File: config.mk
export PLATFORM = sky130hd
export DESIGN_NAME = int_ctrl_flat
export DESIGN_NICKNAME = d
export VERILOG_FILES = /design/src/rtl/int_ctrl_if.sv /design/src/rtl/int_ctrl.sv /design/src/flat_wrapper.sv
export SDC_FILE = /design/constraint.sdc
export NUM_CORES = 1
export LEC_CHECK = 0
export CAP_MARGIN = 40
export CORE_ASPECT_RATIO = 1.5
export CORE_MARGIN = 8
export CORE_UTILIZATION = 30
export CTS_CLUSTER_SIZE = 28
export DETAILED_ROUTE_END_ITERATION = 12
export PLACE_DENSITY = 0.73
export SLEW_MARGIN = 20
export SYNTH_ARGS = -nofsm -noshare
export SYNTH_HDL_FRONTEND = slang
export SYNTH_SLANG_ARGS = --single-unit
File: constraint.sdc
create_clock -name i_clk -period 1.3 [get_ports i_clk]
set_clock_uncertainty 0.1 [all_clocks]
set_input_delay 0.26 -clock i_clk [delete_from_list [all_inputs] [get_ports i_clk]]
set_output_delay 0.26 -clock i_clk [all_outputs]
set_load 0.01 [all_outputs]
File: src/rtl/int_ctrl_if.sv
// Handshake bundle between the interrupt controller and the CPU core.
// The controller takes the slave modport; the CPU (or a bench) takes the master modport.
interface int_ctrl_if;
    logic        i_ea;
    logic [4:0]  i_ie;
    logic [4:0]  i_ip;
    logic [4:0]  i_req;
    logic        i_ack;
    logic        i_reti;
    logic        o_irq;
    logic [15:0] o_vector;
    logic [2:0]  o_src;
    logic [4:0]  o_clr;
    logic        o_in_prog;

    modport master (
        output i_ea, i_ie, i_ip, i_req, i_ack, i_reti,
        input  o_irq, o_vector, o_src, o_clr, o_in_prog
    );

    modport slave (
        input  i_ea, i_ie, i_ip, i_req, i_ack, i_reti,
        output o_irq, o_vector, o_src, o_clr, o_in_prog
    );
endinterface

File: src/rtl/int_ctrl.sv
// 8051-style interrupt controller: five sources, arbitration, vector generation and ISR nesting.
// Define INT_PRIORITY_EN for two-level priority with nesting; otherwise one level, no nesting.
module int_ctrl (
    input  logic      i_clk,
    input  logic      i_rst,
    int_ctrl_if.slave bus
);
    localparam int N_SRC = 5;

    typedef enum logic {
        ST_IDLE,
        ST_PEND
    } state_t;

    state_t      state_reg;
    logic        act_hi_reg;
    logic        act_lo_reg;
    logic        pri_reg;
    logic        irq_reg;
    logic [2:0]  src_reg;
    logic [15:0] vector_reg;
    logic [4:0]  clr_reg;
    logic        in_prog_reg;

    logic        act_hi_next;
    logic        act_lo_next;
    logic        ack_taken;
    logic [4:0]  elig;
    logic [4:0]  hi_mask;
    logic [4:0]  cand;
    logic [4:0]  cand_hi;
    logic [4:0]  pick_set;
    logic [4:0]  win_onehot;
    logic [2:0]  win_idx;
    logic        win_valid;
    logic        win_hi;
    logic [15:0] win_vector;

    assign ack_taken = (state_reg == ST_PEND) && bus.i_ack;
    assign elig      = bus.i_req & bus.i_ie & {N_SRC{bus.i_ea}};

`ifdef INT_PRIORITY_EN
    assign hi_mask = bus.i_ip;
`else
    assign hi_mask = '0;
`endif

    // The accepting cycle never yields a candidate, which forces a pass through IDLE.
    always_comb begin
        cand = elig;
        if (act_hi_reg) begin
            cand = '0;
        end else if (act_lo_reg) begin
            cand = elig & hi_mask;
        end
        if (ack_taken) begin
            cand = '0;
        end
    end

    assign cand_hi   = cand & hi_mask;
    assign pick_set  = (|cand_hi) ? cand_hi : cand;
    assign win_valid = |cand;
    assign win_hi    = |cand_hi;

    // Lowest index of the chosen priority group wins.
    generate
        for (genvar gi = 0; gi < N_SRC; gi++) begin : g_first
            if (gi == 0) begin : g_lsb
                assign win_onehot[gi] = pick_set[gi];
            end else begin : g_rest
                assign win_onehot[gi] = pick_set[gi] & ~(|pick_set[gi-1:0]);
            end
        end
    endgenerate

    always_comb begin
        win_idx = 3'd0;
        for (int i = 0; i < N_SRC; i++) begin
            if (win_onehot[i]) begin
                win_idx = win_idx | 3'(i);
            end
        end
    end

    // Vectors sit 8 bytes apart starting at 0x0003.
    assign win_vector = 16'h0003 + {10'd0, win_idx, 3'b000};

    // RETI unwinds first, then an accepted vector pushes its own level.
    always_comb begin
        act_hi_next = act_hi_reg;
        act_lo_next = act_lo_reg;
        if (bus.i_reti) begin
            if (act_hi_reg) begin
                act_hi_next = 1'b0;
            end else begin
                act_lo_next = 1'b0;
            end
        end
        if (ack_taken) begin
            if (pri_reg) begin
                act_hi_next = 1'b1;
            end else begin
                act_lo_next = 1'b1;
            end
        end
`ifndef INT_PRIORITY_EN
        act_hi_next = 1'b0;
`endif
    end

    always_ff @(posedge i_clk or posedge i_rst) begin
        if (i_rst) begin
            state_reg   <= ST_IDLE;
            act_hi_reg  <= 1'b0;
            act_lo_reg  <= 1'b0;
            pri_reg     <= 1'b0;
            irq_reg     <= 1'b0;
            src_reg     <= 3'd0;
            vector_reg  <= 16'h0000;
            clr_reg     <= 5'd0;
            in_prog_reg <= 1'b0;
        end else begin
            act_hi_reg  <= act_hi_next;
            act_lo_reg  <= act_lo_next;
            in_prog_reg <= act_hi_next | act_lo_next;
            clr_reg     <= 5'd0;
            case (state_reg)
                ST_IDLE: begin
                    if (win_valid) begin
                        state_reg  <= ST_PEND;
                        irq_reg    <= 1'b1;
                        src_reg    <= win_idx;
                        vector_reg <= win_vector;
                        pri_reg    <= win_hi;
                    end
                end
                ST_PEND: begin
                    if (bus.i_ack) begin
                        state_reg <= ST_IDLE;
                        irq_reg   <= 1'b0;
                        clr_reg   <= 5'b00001 << src_reg;
                    end else if (win_valid) begin
                        src_reg    <= win_idx;
                        vector_reg <= win_vector;
                        pri_reg    <= win_hi;
                    end else begin
                        state_reg <= ST_IDLE;
                        irq_reg   <= 1'b0;
                    end
                end
                default: begin
                    state_reg <= ST_IDLE;
                    irq_reg   <= 1'b0;
                end
            endcase
        end
    end

    assign bus.o_irq     = irq_reg;
    assign bus.o_vector  = vector_reg;
    assign bus.o_src     = src_reg;
    assign bus.o_clr     = clr_reg;
    assign bus.o_in_prog = in_prog_reg;

endmodule
File: src/flat_wrapper.sv
// flat-port wrapper written by rule: the top's interface ports become plain ports
module int_ctrl_flat 
  (i_clk, i_rst, bus_i_ea, bus_i_ie, bus_i_ip, bus_i_req, bus_i_ack, bus_i_reti, bus_o_irq, bus_o_vector, bus_o_src, bus_o_clr, bus_o_in_prog);
  int_ctrl_if bus_i ();
  input  logic i_clk;
  input  logic i_rst;
  input wire logic [$bits(bus_i.i_ea)-1:0] bus_i_ea;
  input wire logic [$bits(bus_i.i_ie)-1:0] bus_i_ie;
  input wire logic [$bits(bus_i.i_ip)-1:0] bus_i_ip;
  input wire logic [$bits(bus_i.i_req)-1:0] bus_i_req;
  input wire logic [$bits(bus_i.i_ack)-1:0] bus_i_ack;
  input wire logic [$bits(bus_i.i_reti)-1:0] bus_i_reti;
  output wire logic [$bits(bus_i.o_irq)-1:0] bus_o_irq;
  output wire logic [$bits(bus_i.o_vector)-1:0] bus_o_vector;
  output wire logic [$bits(bus_i.o_src)-1:0] bus_o_src;
  output wire logic [$bits(bus_i.o_clr)-1:0] bus_o_clr;
  output wire logic [$bits(bus_i.o_in_prog)-1:0] bus_o_in_prog;
  assign bus_i.i_ea = bus_i_ea;
  assign bus_i.i_ie = bus_i_ie;
  assign bus_i.i_ip = bus_i_ip;
  assign bus_i.i_req = bus_i_req;
  assign bus_i.i_ack = bus_i_ack;
  assign bus_i.i_reti = bus_i_reti;
  assign bus_o_irq = bus_i.o_irq;
  assign bus_o_vector = bus_i.o_vector;
  assign bus_o_src = bus_i.o_src;
  assign bus_o_clr = bus_i.o_clr;
  assign bus_o_in_prog = bus_i.o_in_prog;
  int_ctrl u_core (.i_clk(i_clk), .i_rst(i_rst), .bus(bus_i));
endmodule
==> run summary <==
Total track usage: 0.0898
RD Place Congestion: 0.796
Time the worst path needs with I/O delays and setup: 1.27 ns
Top fanout value on the critical path: 1
Crit path launch type: flip-flop
Async SR Flop Fraction: 1.00
Post-layout net count: 116
Layout overhead on the synthesized area: 44.4%
Wire length of the first global-routing pass: 2610 µm
Fill cell total of the finished layout: 226
Result of the run: finished clean
Unrepaired setup endpoints after global routing: true
Floorplan Core Area: 2150 µm²
Synthesized area divided by synthesized cell count: 10.9 µm²
Sequential share of the synthesized area: 0.457
Highest attainable clock frequency: 788 MHz
Share of the synthesized area in the top cell type: 0.457
Pin count of the biggest net entering global routing: 13
Final antenna-violating net count: 0
Final total power: 1.10 mW
Clock Path Buffers: 2
Crit-path leading delay family: flip-flops
Fin crit share: 0.976
Worst Setup End Kind: output port
Gate count after technology mapping: 60
DRC marker count from the first detailed-route iteration: 2
Buf+Inv Stages, Crit Path: 1
Worst Path Class, Setup: reg -> out
Cells taking the most area after synthesis: dfrtp_1 46%, buf_4 17%, a311oi_4 4.0%, a22oi_4 3.2%, nand2_1 2.9%
Clock root buffer: clkbuf_4
DR pass1 iterations: 4
Flip-flop count of the largest register, all copies and words added: 5
Number of top-level pins: 46
Placement Cell Area: 953 µm²
FF+latch count, synth: 12
Setup Fix Bufs, Post-CTS: 0
Vias per Instance: 4.53
Clock tree from TritonCTS: done
Worst endpoint data arrival time: 0.91 ns
TritonCTS Buffers: 3
Cell with the most instances after synthesis: buf_4
Clock tree sinks: 12
Placed wire-length estimate: 1410 µm
Worst hold-check slack: 0.190 ns
Gr ovfl total: 0
Number of setup violations in the final report: 0
Antenna Diode Count: 0
Initial antenna violation count: 0
Max-cap viol count: 0
Most used flip-flop cell after synthesis: dfrtp_1
Source-to-sink clock delay at the later pin of the worst-skew pair: 0.27 ns
Top post-synthesis cells by count: 15 x buf_4, 12 x dfrtp_1, 5 x nand2_1
Leakage power: 0.511 nW
Post-CTS Hold Fix Bufs: 0
DRC: 0
Vias in the first global route: 616
Max H-tree Level: 1
Die X: 54.2 µm
Cell taking the most area after synthesis: dfrtp_1
Final slew viol count: 0
Cell-by-cell listing of the critical path: dlygate4sd2_1
Final Hold Fails: 0
Warning count from the yosys run: 0
Detailed-route wire length per cell: 14.1 µm
Layout cells sized above 1: 0.295
Count of vias placed by the detailed router: 534
Slowest CP cell: dfrtp_1
DIE HEIGHT: 73.3 µm
Worst min-delay path class: in -> async
Initial core utilization: 0.305
Number of enable-type register cells in the synthesized netlist: 0
Clock input transition at the sequential cells of the worst setup and hold paths: 0.08 ns
Slowest cell delay on critical path: 0.36 ns
Number of distinct standard cells referenced by the synthesized netlist: 26
Number of placement rows: 21
Final Instance Area: 948 µm²
Req. time, crit path: 0.94 ns
Wire length reported by the detailed router: 1670 µm
Cell area power density: 1160 nW/µm²
Cell Area, Synth: 657 µm²
Die Footprint: 3970 µm²
Number of input and output port buffers inserted: 29
Worst supply voltage drop on vdd: 462 µV
kinds of logic (layout without fill, tap and decap cells):
logic type | Yosys count | in the layout | synth area share
buf+inv | 19 | 44 | 0.194
simple gates | 17 | 17 | 0.154
flops | 12 | 12 | 0.457
compound gates | 10 | 10 | 0.171
fa+ha+maj | 1 | 1 | 0.0171
other cells | 1 | 11 | 0.00571
where the power goes:
group / internal, mW / switching (mW) / total [mW]
clock network: 0.170 / 0.128 / 0.298
logic: 0.175 / 0.180 / 0.354
registers: 0.417 / 0.0291 / 0.446
final timing paths:
kind | startpoint | slack [ns] | depth (start not counted) | to
worst max-delay path | u_core.bus.o_clr[4] | 0.03 | 1 | bus_o_clr[4]
worst min-delay path | i_rst | 0.19 | 2 | u_core.bus.o_clr[1]
worst max register to register | u_core.state_reg | 0.04 | 3 | u_core.bus.o_irq
worst min register to register | u_core.bus.o_vector[1] | 0.42 | 1 | u_core.bus.o_vector[1]
max in group asynchronous | i_rst | 0.59 | 2 | u_core.bus.o_vector[5]
min in group i_clk | bus_i_ie[4] | 0.25 | 3 | u_core.state_reg
stage by stage:
stage                     cells  setup TNS [ns]  utilization  setup WS, ns
final                       118               0        0.440        0.0312
after global routing        118         -0.0482        0.440       -0.0170
after CTS                   118         -0.0130        0.454       -0.0130
after detailed placement    114           -2.22        0.443        -0.384
after global placement      114           -1.82        0.443        -0.341
after floorplan              70               0            -        0.0239
layout by cell type (no fill, tap or decap):
| cell type | count |
|---|---|
| dfrtp_1 | 12 |
| conb_1 | 11 |
| dlygate4sd2_1 | 11 |
| clkbuf_2 | 8 |
| buf_4 | 7 |
| clkdlybuf4s15_1 | 5 |
| inv_1 | 4 |
| nand2_1 | 4 |
| clkbuf_4 | 3 |
| dlymetal6s2s_1 | 3 |
| and3_1 | 2 |
| nor4_1 | 2 |
| clkdlybuf4s50_1 | 2 |
| o21ai_0 | 1 |
| a32oi_1 | 1 |
| and2b_2 | 1 |
| nand3_1 | 1 |
| a22oi_4 | 1 |
| a22oi_2 | 1 |
| nand2_2 | 1 |
| nand2b_4 | 1 |
| and2_4 | 1 |
| a311oi_4 | 1 |
| o22ai_1 | 1 |
| a211o_1 | 1 |
| nor3_1 | 1 |
| a22o_1 | 1 |
| nor2_1 | 1 |
| nor4b_1 | 1 |
| a41oi_1 | 1 |
| a31oi_1 | 1 |
| or2_2 | 1 |
| maj3_2 | 1 |
| clkbuf_8 | 1 |
final cells by class:
type,instances,area [µm²],area share
Clock buffer,4,36.3,0.0383
Sequential cell,12,300,0.317
Inverter,4,15.0,0.0158
Multi-Input combinational cell,39,272,0.286
Timing Repair Buffer,36,297,0.313
Tap cell,23,28.8,0.0303
metal layers:
metal / track usage / vias to the layer above / share of wire / routed length (µm)
met5: 0 / - / 0 / 0
met4: 0.0824 / 0 / 0.036 / 60
met3: 0.0101 / 4 / 0.074 / 124
met2: 0.147 / 34 / 0.50 / 829
met1: 0.0930 / 240 / 0.39 / 653
li1: - / 256 / - / -
timing repair:
action	CTS	global route
resized for setup	36	14
pin swaps	4	3
setup endpoints to repair	19	17
Power figures use the tool's default switching activity.
